**config.mk**
```make
export PLATFORM = sky130hd
export DESIGN_NAME = if_fetch_unit
export DESIGN_NICKNAME = d
export VERILOG_FILES = /design/src/rtl/cpu_defs_pkg.sv /design/src/rtl/if_addr_check.sv /design/src/rtl/if_fetch_unit.sv
export SDC_FILE = /design/constraint.sdc
export NUM_CORES = 1
export LEC_CHECK = 0
export CORE_UTILIZATION = 50
export CTS_BUF_LIST = sky130_fd_sc_hd__clkbuf_4 sky130_fd_sc_hd__clkbuf_8
export CTS_CLUSTER_DIAMETER = 150
export CTS_CLUSTER_SIZE = 40
export DETAILED_ROUTE_END_ITERATION = 10
export PLACE_DENSITY_LB_ADDON = 0.08
export SKIP_LAST_GASP = 1
export SLEW_MARGIN = 20
export SYNTH_ARGS = -nofsm -noshare
export SYNTH_HDL_FRONTEND = slang
export SYNTH_SLANG_ARGS = --single-unit
```
**constraint.sdc**
```tcl
create_clock -name clk -period 2.5 [get_ports clk]
set_clock_uncertainty 0.2 [all_clocks]
set_input_delay 0.5 -clock clk [delete_from_list [all_inputs] [get_ports clk]]
set_output_delay 0.5 -clock clk [all_outputs]
set_load 0.01 [all_outputs]
```
**src/rtl/cpu_defs_pkg.sv**
```systemverilog
// Shared CPU definitions: exception codes, reset/handler vectors and the IF fetch state encoding.
package cpu_defs_pkg;

    localparam logic [4:0]  EXC_ADEL       = 5'd4;
    localparam logic [31:0] DEF_RESET_PC   = 32'h0000_3000;
    localparam logic [31:0] DEF_HANDLER_PC = 32'h0000_4180;
    localparam logic [31:0] DEF_IM_BASE    = 32'h0000_3000;
    localparam logic [31:0] DEF_IM_LIMIT   = 32'h0000_6FFC;

    typedef logic [1:0] if_state_t;
    localparam if_state_t S_REQ   = 2'd0;
    localparam if_state_t S_HAVE  = 2'd1;
    localparam if_state_t S_DRAIN = 2'd2;

endpackage

```
**src/rtl/if_addr_check.sv**
```systemverilog
// Instruction-address legality check (alignment and window); also usable for MEM-stage accesses.
module if_addr_check
    import cpu_defs_pkg::*;
#(
    parameter logic [31:0] IM_BASE  = DEF_IM_BASE,
    parameter logic [31:0] IM_LIMIT = DEF_IM_LIMIT
) (
    input  logic [31:0] pc,
    output logic        adel
);

    assign adel = (pc[1:0] != 2'b00) || (pc < IM_BASE) || (pc > IM_LIMIT);

endmodule

```
**src/rtl/if_fetch_unit.sv**
```systemverilog
// IF stage fetch unit: owns the PC, runs the imem req/ack handshake and feeds the IF/ID register.
// Address exception detection is enabled by defining IF_ADEL_CHECK_EN.
module if_fetch_unit
    import cpu_defs_pkg::*;
#(
    parameter logic [31:0] RESET_PC   = DEF_RESET_PC,
    parameter logic [31:0] HANDLER_PC = DEF_HANDLER_PC,
    parameter logic [31:0] IM_BASE    = DEF_IM_BASE,
    parameter logic [31:0] IM_LIMIT   = DEF_IM_LIMIT
) (
    input  logic        clk,
    input  logic        reset,
    input  logic        hold,
    input  logic        clear_all,
    input  logic        eret,
    input  logic [31:0] epc,
    input  logic        br_taken,
    input  logic [31:0] br_target,
    input  logic        br_in_id,
    output logic        imem_req,
    output logic [31:0] imem_addr,
    input  logic        imem_ack,
    input  logic [31:0] imem_rdata,
    output logic [31:0] pc_if,
    output logic [31:0] ins_if,
    output logic        exp_flag_if,
    output logic [4:0]  exc_code_if,
    output logic        delay_if,
    output logic        fetch_stall
);

`ifdef IF_ADEL_CHECK_EN
    localparam logic ADEL_EN = 1'b1;
`else
    localparam logic ADEL_EN = 1'b0;
`endif

    if_state_t   state_q, state_d;
    logic [31:0] pc_q, pc_d;
    logic [31:0] ins_buf_q, ins_buf_d;
    logic        pend_v_q, pend_v_d;
    logic [31:0] pend_tgt_q, pend_tgt_d;
    logic [31:0] drain_addr_q, drain_addr_d;

    logic        adel_raw, adel;
    logic        in_req, in_have, in_drain;
    logic        valid, advance, redirect, busy;
    logic [31:0] addr_src;

    if_addr_check #(
        .IM_BASE  (IM_BASE),
        .IM_LIMIT (IM_LIMIT)
    ) u_addr_check (
        .pc   (pc_q),
        .adel (adel_raw)
    );

    assign adel = ADEL_EN & adel_raw;

    // Outputs are gated by reset so nothing is requested or presented while reset is asserted.
    always_comb begin
        in_req   = reset && (state_q == S_REQ);
        in_have  = reset && (state_q == S_HAVE);
        in_drain = reset && (state_q == S_DRAIN);
        valid    = in_have || (in_req && (imem_ack || adel));
        advance  = valid && !hold;
        redirect = eret || clear_all;
        busy     = (in_req && !adel && !imem_ack) || (in_drain && !imem_ack);
        addr_src = in_drain ? drain_addr_q : pc_q;
    end

    assign imem_req    = (in_req && !adel) || in_drain;
    assign imem_addr   = {addr_src[31:2], 2'b00};
    assign pc_if       = pc_q;
    assign ins_if      = !valid ? '0 : (in_have ? ins_buf_q : (adel ? '0 : imem_rdata));
    assign exp_flag_if = in_req && adel;
    assign exc_code_if = exp_flag_if ? EXC_ADEL : '0;
    assign delay_if    = valid && br_in_id;
    assign fetch_stall = !valid;

    always_comb begin
        state_d      = ((state_q == S_REQ) || (state_q == S_HAVE) || (state_q == S_DRAIN)) ? state_q : S_REQ;
        pc_d         = pc_q;
        ins_buf_d    = ins_buf_q;
        pend_v_d     = pend_v_q;
        pend_tgt_d   = pend_tgt_q;
        drain_addr_d = (state_q == S_DRAIN) ? drain_addr_q : pc_q;

        if (redirect) begin
            pc_d       = eret ? epc : HANDLER_PC;
            pend_v_d   = 1'b0;
            pend_tgt_d = '0;
            state_d    = busy ? S_DRAIN : S_REQ;
        end else if (in_drain) begin
            if (imem_ack) begin
                state_d = S_REQ;
            end
        end else if (advance) begin
            pc_d     = br_taken ? br_target : (pend_v_q ? pend_tgt_q : pc_q + 32'd4);
            pend_v_d = 1'b0;
            state_d  = S_REQ;
        end else if (in_req && imem_ack && !adel) begin
            ins_buf_d = imem_rdata;
            state_d   = S_HAVE;
        end

        // A branch seen while its delay slot is still stalled is remembered until the slot advances.
        if (br_taken && !advance && !redirect) begin
            pend_v_d   = 1'b1;
            pend_tgt_d = br_target;
        end
    end

    always_ff @(posedge clk or negedge reset) begin
        if (!reset) begin
            state_q      <= S_REQ;
            pc_q         <= RESET_PC;
            ins_buf_q    <= '0;
            pend_v_q     <= 1'b0;
            pend_tgt_q   <= '0;
            drain_addr_q <= '0;
        end else begin
            state_q      <= state_d;
            pc_q         <= pc_d;
            ins_buf_q    <= ins_buf_d;
            pend_v_q     <= pend_v_d;
            pend_tgt_q   <= pend_tgt_d;
            drain_addr_q <= drain_addr_d;
        end
    end

endmodule

```
==> metrics.md <==
| Metric | Value |
|---|---|
| Leakage | `4.71 nW` |
| VDD IR-drop max | `0.420 mV` |
| Most frequent cells in the layout | `nand2_1, clkdlybuf4s50_1, dfrtp_1` |
| Post-route minimum period | `2.55 ns` |
| Maximum number of pins on one net before global-route repair | `72` |
| PnR worst setup slack | `-0.0542 ns` |
| Post-synth EDFFs | `0` |
| Final Core Density | `75.3%` |
| GRT Util Overall | `31.8%` |
| Main flop type after synthesis | `dfrtp_1` |
| Clock sinks | `129` |
| Gpl congestion | `0.901` |
| Crit path DAT | `1.85 ns` |
| Worst hold path class | `in2async` |
| Commonest non-fill, non-tap cell in the layout | `nand2_1` |
| Num CTS Buffers | `17` |
| Final Max Slew Viols | `0` |
| Layout area overhead | `44.5%` |
| Starting density of the core | `52.1%` |
| Status | `complete, but fails checks` |
| CP Launch Type | `flop` |
| Core area | `0.0141 mm²` |
| Part of the cycle the worst path needs | `102%` |
| Unrepaired setup endpoints after global routing | `true` |
| Cell Pwr Density | `564 mW/mm²` |
| F_max | `392 MHz` |
| Max-Cap Viols | `0` |
| Reg2Reg Setup Slack | `0.17 ns` |
| Port Buffer Count | `200` |
| Register area share after synthesis | `44.0%` |
| Via density | `5.98` |
| Pre-antenna DRT Iters | `5` |
| Die outline height | `123 µm` |
| Chip Width | `123 µm` |
| Filler cells | `1,026` |
| WL per Instance | `20.0 µm` |
| Nets | `1,140` |
| Dpl cells | `1,178` |
| Final non-filler cell area | `0.0106 mm²` |
| DR iter-0 viols | `570` |
| Number of H-tree levels | `4` |
| Vias in the first global route | `7,083` |
| Via count | `7,349` |
| Worst rel slew slack | `40.2%` |
| Setup CP Type | `reg2out` |
| WP buf/inv | `2` |
| Clock slew at reported path FFs | `0.07 ns` |
| Remaining antenna violation count | `0` |
| Slowest cell on the critical path | `dfrtp_1` |
| CP top delay family | `simple AND/OR/NAND/NOR gates` |
| Final setup fails | `31` |
| FF+latch count, synth | `129` |
| CTS Root Cell | `clkbuf_8` |
| Slew @ Worst Pin | `0.896 ns` |
| First-pass GRT wire length | `36,400 µm` |
| Cell row count | `43` |
| Final hold violation count | `0` |
| Critical path's largest stage delay | `0.41 ns` |
| DP HPWL | `16,700 µm` |
| Fin Setup TNS | `-0.675 ns` |
| Total gr overflow | `0` |
| Netlist Area Pre-Place | `0.00734 mm²` |
| Worst-path cell chain | `nor2b_2, and2_4, clkbuf_16, nand2_2, a21oi_2, buf_2` |
| Io pins | `209` |
| Antenna violations before repair | `0` |
| Failing checks | `negative setup slack` |
| Final non-filler cell total | `1,228` |
| Crit path max fanout | `8` |
| Critical Path RT | `1.80 ns` |
| # diodes | `0` |
| Mapped Avg Cell Area | `9.23 µm²` |
| Share of layout cells above drive strength 1 | `31.2%` |
| CTS tree | `built` |
| Die ar. | `0.0152 mm²` |
| Unique cell type count in the Yosys netlist | `68` |
| Synth async-reset ratio | `100%` |
| Synth warn | `0` |
| Routed Wire Length | `24,600 µm` |
| Worst skew pair latency | `0.46 ns` |
| Post-DP Area | `0.00989 mm²` |
| Crit. End Element | `output port` |
| Worst-case clock buffer depth | `2` |
| Drc violations | `0` |
| Gate Count Post-Synth | `796` |
-- cell type report --
type | instances | area [µm²] | area share, %
clock inverters | 6 | 80.1 | 0.755
repair buffers | 285 | 2740 | 25.8
well taps | 180 | 225 | 2.12
clock buffers | 26 | 320 | 3.02
flip-flops and latches | 129 | 3230 | 30.5
multi-input cells | 596 | 3990 | 37.6
inverters | 6 | 22.5 | 0.212
-- state kept, by name (all words and copies together), names as in the netlist --
signal,count
ins_buf_q,32
pend_tgt_q,32
drain_addr_q,30
pc_if,32
state_q,2
pend_v_q,1
-- worst reg2reg max path, cell delays in order (launching register included) --
cell      delay [ns]
dfrtp_1         0.41
buf_4           0.14
buf_4           0.13
nand2b_4        0.16
or3_1           0.40
buf_12          0.19
a221o_1         0.32
o21ai_0         0.10
o221ai_1        0.15
-- stage by stage --
| stage | total power, mW | hold WS [ns] | setup WS [ns] |
|---|---|---|---|
| after floorplan | 3.30 | 0.00441 | 0.331 |
| after global placement | 4.04 | 0.274 | -0.268 |
| after detailed placement | 4.10 | 0.282 | -0.286 |
| after CTS | 5.93 | 0.116 | -0.106 |
| after global routing | 6.23 | 0.178 | -0.117 |
| final | 5.99 | 0.118 | -0.0542 |
-- logic make-up (layout without fill, tap and decap cells) --
| kind of cell | after synthesis | after routing | synth area share [%] |
|---|---|---|---|
| adder cells (fa/ha/maj) | 1 | 1 | 0.170 |
| multiplexers | 97 | 97 | 14.8 |
| XOR/XNOR | 6 | 6 | 0.715 |
| buffers and inverters | 78 | 323 | 4.84 |
| AND/OR/NAND/NOR | 281 | 281 | 18.3 |
| flip-flops | 129 | 129 | 44.0 |
| AO/OA/AOI/OAI | 203 | 203 | 17.2 |
| other | 1 | 8 | 0.0511 |
-- Yosys cell counts (all sizes together) (9+ instances only) --
library cell | instances | area share, %
nor3 | 13 | 1.0
dfrtp | 127 | 43
a31oi | 10 | 0.85
a21oi | 90 | 6.1
o221ai | 9 | 1.1
nand2 | 171 | 8.8
nand4 | 9 | 1.1
nor2 | 27 | 1.5
buf | 33 | 2.5
mux2 | 92 | 14
nand3 | 13 | 0.95
o21ai | 34 | 2.3
a221o | 9 | 1.2
clkbuf | 39 | 2.0
-- final timing paths --
| path | from | to | cells past startpoint |
|---|---|---|---|
| worst max-delay path | state_q[1]$_DFF_PN0_ | ins_if[3] | 6 |
| worst max register to register | state_q[1]$_DFF_PN0_ | pc_if[21]$_DFFE_PN0P_ | 8 |
| min in group clk | ins_buf_q[4]$_DFFE_PN0P_ | ins_buf_q[4]$_DFFE_PN0P_ | 1 |
| worst min register to register | ins_buf_q[4]$_DFFE_PN0P_ | ins_buf_q[4]$_DFFE_PN0P_ | 1 |
| max in group asynchronous | reset | state_q[0]$_DFF_PN0_ | 3 |
| worst min-delay path | reset | ins_buf_q[21]$_DFFE_PN0P_ | 3 |
-- where the power goes --
part	total [mW]	internal, mW	switching, mW	leakage (nW)
clock network	1.82	1.03	0.795	0.215
logic	1.53	0.845	0.688	2.86
registers	2.63	2.39	0.249	1.63
total	5.99	4.26	1.73	4.71
-- routing by layer --
layer  global-route usage, %  share of wire, %
met2                    54.2                51
met1                    39.2                39
met5                       0                 0
met3                    7.38               7.7
met4                    11.4               2.1
-- repair_timing --
action	4_1_cts	5_1_grt
cloned	5	3
gates resized for setup	275	68
pin swaps	3	13
setup buffers	11	2
setup endpoints to repair	64	63
hold buffers	0	0
No activity file was read; power rests on OpenSTA's default activity.
